### src/rtl/rv32_dmem_ctrl.sv
// rtl/rv32_dmem_ctrl.sv - data-memory controller between core data port and byte-enable SRAM
module rv32_dmem_ctrl #(
    parameter int ADDR_W       = 16,
    parameter int READ_LATENCY = 1
) (
    input  logic              clk,
    input  logic              resetn,
    input  logic              req_valid,
    input  logic              req_write,
    input  logic [31:0]       req_addr,
    input  logic [31:0]       req_wdata,
    input  logic [1:0]        req_size,
    input  logic              req_unsigned,
    output logic              req_done,
    output logic              req_error,
    output logic [31:0]       rdata,
    output logic              sram_en,
    output logic              sram_we,
    output logic [3:0]        sram_be,
    output logic [ADDR_W-3:0] sram_addr,
    output logic [31:0]       sram_wdata,
    input  logic [31:0]       sram_rdata
);

    localparam logic [1:0] S_IDLE  = 2'd0;
    localparam logic [1:0] S_ISSUE = 2'd1;
    localparam logic [1:0] S_WAIT  = 2'd2;
    localparam logic [1:0] S_RESP  = 2'd3;

    logic [1:0]  state;
    logic [2:0]  cnt;
    logic        op_write;
    logic [1:0]  op_off;
    logic [1:0]  op_size;
    logic        op_uns;

    logic        illegal;
    logic [3:0]  be_c;
    logic [31:0] wd_c;
    logic [31:0] shifted;
    logic [31:0] load_ext;

    assign illegal = (req_size == 2'd3)
                   || (req_size == 2'd1 && req_addr[0])
                   || (req_size == 2'd2 && req_addr[1:0] != 2'd0)
                   || ((req_addr >> ADDR_W) != 32'd0);

    always_comb begin
        be_c = 4'b1111;
        wd_c = req_wdata;
        case (req_size)
            2'd0: begin
                be_c = 4'b0001 << req_addr[1:0];
                wd_c = {4{req_wdata[7:0]}};
            end
            2'd1: begin
                be_c = req_addr[1] ? 4'b1100 : 4'b0011;
                wd_c = {2{req_wdata[15:0]}};
            end
            default: begin
                be_c = 4'b1111;
                wd_c = req_wdata;
            end
        endcase
    end

    // Offset and size are latched at acceptance so the capture does not depend on the held request.
    always_comb begin
        shifted  = sram_rdata >> {op_off, 3'b000};
        load_ext = shifted;
        case (op_size)
            2'd0:    load_ext = op_uns ? {24'd0, shifted[7:0]}  : {{24{shifted[7]}}, shifted[7:0]};
            2'd1:    load_ext = op_uns ? {16'd0, shifted[15:0]} : {{16{shifted[15]}}, shifted[15:0]};
            default: load_ext = shifted;
        endcase
    end

    always_ff @(posedge clk or negedge resetn) begin
        if (!resetn) begin
            state      <= S_IDLE;
            cnt        <= '0;
            op_write   <= 1'b0;
            op_off     <= '0;
            op_size    <= '0;
            op_uns     <= 1'b0;
            req_done   <= 1'b0;
            req_error  <= 1'b0;
            rdata      <= '0;
            sram_en    <= 1'b0;
            sram_we    <= 1'b0;
            sram_be    <= '0;
            sram_addr  <= '0;
            sram_wdata <= '0;
        end else begin
            case (state)
                S_IDLE: begin
                    if (req_valid) begin
                        if (illegal) begin
                            req_done  <= 1'b1;
                            req_error <= 1'b1;
                            rdata     <= '0;
                            state     <= S_RESP;
                        end else begin
                            sram_en    <= 1'b1;
                            sram_we    <= req_write;
                            sram_be    <= be_c;
                            sram_addr  <= req_addr[ADDR_W-1:2];
                            sram_wdata <= wd_c;
                            op_write   <= req_write;
                            op_off     <= req_addr[1:0];
                            op_size    <= req_size;
                            op_uns     <= req_unsigned;
                            state      <= S_ISSUE;
                        end
                    end
                end
                S_ISSUE: begin
                    sram_en <= 1'b0;
                    sram_we <= 1'b0;
                    if (op_write) begin
                        req_done <= 1'b1;
                        state    <= S_RESP;
                    end else begin
                        cnt   <= 3'(READ_LATENCY - 1);
                        state <= S_WAIT;
                    end
                end
                S_WAIT: begin
                    if (cnt == 3'd0) begin
                        rdata    <= load_ext;
                        req_done <= 1'b1;
                        state    <= S_RESP;
                    end else begin
                        cnt <= cnt - 3'd1;
                    end
                end
                default: begin
                    // The held request is deliberately not looked at here.
                    req_done  <= 1'b0;
                    req_error <= 1'b0;
                    state     <= S_IDLE;
                end
            endcase
        end
    end

endmodule

### config.mk
export PLATFORM = sky130hd
export DESIGN_NAME = rv32_dmem_ctrl
export DESIGN_NICKNAME = d
export VERILOG_FILES = /design/src/rtl/rv32_dmem_ctrl.sv
export SDC_FILE = /design/constraint.sdc
export NUM_CORES = 1
export LEC_CHECK = 0
export ABC_AREA = 1
export CORE_MARGIN = 2
export CORE_UTILIZATION = 40
export DETAILED_ROUTE_END_ITERATION = 8
export GPL_TIMING_DRIVEN = 0
export HOLD_SLACK_MARGIN = 0.1
export PLACE_DENSITY = 0.74
export SLEW_MARGIN = 20
export SYNTH_ARGS = -nofsm -noshare
export SYNTH_HDL_FRONTEND = slang
export SYNTH_SLANG_ARGS = --single-unit
export TNS_END_PERCENT = 30
### constraint.sdc
create_clock -name clk -period 5.1 [get_ports clk]
set_input_delay 1.53 -clock clk [delete_from_list [all_inputs] [get_ports clk]]
set_output_delay 1.53 -clock clk [all_outputs]
set_load 0.1 [all_outputs]
* Word-level counts from Yosys, hierarchy flattened
Cells that the tools add are included.
Cells by class: equal/unequal tests 13, shift-type cells 2, reductions and logical operators 22, add/subtract/negate cells 1, bitwise logic cells 2, mux-type cells 30
Operator list (number):
- 32-bit case mux with 2 select lines | 3
- 32-bit two-way mux | 5
- 32-bit nonzero test | 1
- 32-bit by 5-bit >> shifter with 32-bit output | 1
- 2-bit != test (second input constant) | 7
- 3-bit AND reduction | 4
- 1-bit two-way mux | 9
- 4-bit case mux with 2 select lines | 1
- 4-bit AND reduction | 2
- 2-bit nonzero test | 4
- 2-bit by 1-bit equality test with 1-bit output (second input constant) | 3
- 2-bit equality test (second input constant) | 3
- 2-bit logical NOT | 3
- 2-bit two-way mux | 3
- 3-bit two-way mux | 2
- 1-bit case mux with 2 select lines | 3
- 2-bit case mux with 3 select lines | 1
- 3-bit case mux with 2 select lines | 1
- 4-bit two-way mux | 1
- 1-bit by 2-bit << shifter with 4-bit output (first input constant) | 1
- 3-bit logical NOT | 1
- 1-bit logical OR | 3
- 1-bit case mux with 3 select lines | 1
- 3-bit by 1-bit subtractor with 3-bit output (second input constant) | 1
- other kinds (4) | 6
Storage, ports and cells: word-level logic and storage cells 84, output and inout bits 86, input port bits 103, register bits 97

* Logic depth before layout (Yosys ltp)
depth in word-level cells 8, depth in mapped cells 10, gate-level depth less buffers 9

* Least setup slack after synthesis
OpenSTA, ideal clock, no wires.
path kind in2reg, start input port req_addr[23], end register sram_wdata[29], slack 2415 ps, cell stages on the path 9, library setup time 128 ps, data arrival time 2557 ps, data required time 4972 ps, buffers on the path 1, path through nor2_1 -> nand2_1 -> nor2_1 -> nand3_2 -> nor2_2 -> nand2_2 -> buf_2 -> nand2_1 -> o21ai_1
Between the ends: word-level cells in the longest chain between the ends 4
RTL lines:
- start, declared | line 10 | input logic [31:0] req_addr,
- 32-bit nonzero test | line 46 | || ((req_addr >> ADDR_W) != 32'd0);
- 1-bit logical OR | line 46
- 1-bit NOT (no line)
- 3-bit AND reduction (no line)
- end signal, assigned | line 108 | sram_wdata <= wd_c;
- end, declared | line 21 | output logic [31:0] sram_wdata,
No other way between the ends. A chain may end at the register's enable or synchronous reset.

* Worst setup path after layout
start register sram_wdata[7], end output port sram_wdata[7]
No word-level cell between the ends.

==> results.md <==
- Die W: 115.7 um
- Post-synth EDFFs: 0
- #FFs+latches synth: 97
- Synth Net Count: between 700 and 800
- ANT cells: 0
- Data required, critical path: 3570 ps
- Placed Cells: 1,017
- Vias in the first global route: 5,285
- Worst-Margin Slew: 1034 ps
- First-pass GRT wire length: 26,390 um
- Worst slew margin: between 30% and 40%
- Worst vdd ir: about 0.00019 V
- H-tree depth: 3
- Clock Skews: 12.93 ps
- Status: finished clean
- Drt first pass iters: 4
- Delay of the slowest critical-path stage: between 1000 and 1500 ps
- Crit share post-route: 67.35%
- Pwr Total: 3.029 mW
- Initial DRC count: about 310
- RSZ-0062 raised after global routing: no
- Detail Route Antenna Nets: 0
- Commonest non-fill, non-tap cell in the layout: nand2_1
- Sw Ratio: 46.41%
- Worst EP arrival: around 1900 ps
- Fmax: 291.1 MHz
- CTS tree: built
- Max_cap viols: 0
- Cell Count, Final, Fillers Out: 1,033
- Worst-path cell chain: clkdlybuf4s50_1
- DP HPWL: between 10,000 and 15,000 um
- Synth area leader: dfrtp_1
- Cts hold-fix bufs: 0
- CP startpoint kind: flip-flop
- Clock sinks: 97
- DR DRC count: 0
- Switching pwr: 1.406 mW
- GRT Util Overall: 25.44%
- CP delay by family, top: buffers and inverters
- Sequential area share after synthesis: approximately half
- CP max FO: 2
- Clock latency on the worst-skew pair: 350 ps
- Die H: between 100 and 150 um
- Final setup viols: 0
- Cell Int Power: ~1.6 mW
- Final hold vios: 0
- Yosys warns: 0
- GPL Wtd Cong: 0.9369
- Yosys top cell area share: 48.65%
- Highest-count cells in the layout ignoring fill and taps: nand2_1 (275), clkdlybuf4s50_1 (187), dfrtp_1 (97)
- Post-Syn Area: 4990 sq um
- FFs w/ async S/R, synth: 100.0%
- Layout cells sized above 1: roughly 6.8%
- CTS root buf: clkbuf_16
- Via count: ~5,300
- Core Footprint: 12,110 sq um
- Post-Syn Instances: 660
- Hold/Removal Path Class: flip-flop to flip-flop
- CP Class: flip-flop to primary output
- Clock share of power: 22.7%
- Area contributors post-synth: dfrtp_1 (49%), nand2_1 (21%), o21ai_1 (6.7%)
- Top FF cell, synth: dfrtp_1
- Crit path time final: 3435 ps
- Final Max Slew Viols: 0
- CTS resizes: 0
- Mean Syn Cell Area: approximately 7.6 sq um
- Layout fillers: around 1,200
- Largest net degree at the start of global routing: 56
- Power per cell area: ~410 nW/um^2
- Worst-path clk slew: 70 ps
- Worst hold slack: between 400 and 500 ps
- Worst setup EP type: primary output
- Drt wl/cell: 16.11 um
- Vias/cell: 5.100
- Sequential share of power: 30.2%
- Initial antenna violation count: 0
- Post-CTS Setup Inserts: 0
- Buf+Inv Stages, Crit Path: 1
- Static Leak: about 3.5 nW
- Final WL: 16,650 um
- Total CTS buffers: 9
- Total gr overflow: 0
- Nets: just under 1,000
- Top Ports: 189
- Buffers on Ports: roughly 190
- Die Footprint: around 13,000 sq um
- Clock buffer depth: 2
- Effective utilization at floorplan: 41.20%
- Part of the power in combinational logic: between 40% and 50%
- CP max stage cell: clkdlybuf4s50_1
- Synth cell types: 25
- Area growth syn-to-layout: 48.47%
- Row cnt: 40
==> final timing paths <==
check | startpoint | end | slack [ps] | cells after the start
min in group asynchronous | resetn | rdata[2] | 1090 | 1
hold reg to reg | sram_addr[12] | sram_addr[12] | 490 | 2
setup / recovery | sram_wdata[7] | sram_wdata[7] | 1660 | 1
max in group asynchronous | resetn | rdata[10] | 3390 | 2
setup reg to reg | state[0] | rdata[7] | 2820 | 9
hold / removal | sram_addr[12] | sram_addr[12] | 490 | 2
==> area by class of cell <==
cell class,count,area (sq um),area share [%]
multi-input cells,496,2251,30.38
flip-flops and latches,97,2427,32.76
clock buffers,11,252.7,3.412
clock inverters,5,45.04,0.6080
well taps,168,210.2,2.837
inverters,29,108.9,1.469
plain buffers,38,202.7,2.736
repair buffers,189,1911,25.79
==> sequential cells by signal, indices dropped and copies added, names as in the netlist <==
name        cells
cnt             3
op_off          2
op_size         2
op_uns          1
op_write        1
rdata          32
req_done        1
req_error       1
sram_addr      14
sram_be         4
sram_en         1
sram_wdata     32
sram_we         1
state           2
==> cells by family after synthesis <==
family,synth area share [%]
buffers and inverters,6.244
AOI/OAI and AO/OA,14.29
adders and majority gates,1.504
DFF,48.65
muxes,1.003
and+or+nand+nor,28.31
==> power by group through the flow <==
stage	Clock [mW]	Combinational [mW]	Sequential, mW
final	0.688	1.43	0.914
after global routing	0.728	1.54	0.924
after floorplan	0	0.511	1.41
after global placement	0	1.39	0.924
after CTS	0.693	1.43	0.914
after detailed placement	0	1.42	0.928
==> layer usage <==
metal	vias to the layer above	global-route usage, %	routed length [um]
met1	2482	30.22	6777
met4	0	8.889	363
met2	221	44.95	8234
li1	2535	-	-
met3	30	6.328	1270
met5	-	0	0
==> tightest hold or removal path, stage by stage (launching register included) <==
cell and delay (ps):
dfrtp_1 350, nand2_1 50, nand2_1 50
==> per-stage QoR <==
step / utilization, % / instance area, sq um / setup TNS, ps / setup slack, ps
floorplan: - / 4990 / 0 / 2415
global placement: 58.47 / 7082 / -105020 / -1091
detailed placement: 58.71 / 7111 / 0 / 1491
CTS: 61.17 / 7408 / 0 / 1671
global route: 61.17 / 7408 / 0 / 1647
finish: 61.17 / 7408 / 0 / 1665
==> cells in the mapped netlist, types with 3 or more instances <==
library cell and count:
o21ai_1 67, nand3_1 31, inv_1 28, a21oi_1 53, buf_2 21, a221oi_1 3
buf_6 4, nand2_1 275, dfrtp_1 97, nor2_2 3, o22ai_1 3, ha_1 6
clkbuf_1 10, mux2i_1 5, o21ai_0 12, nor2_1 26, nand3_2 4
(Power assumes the default switching activity.)
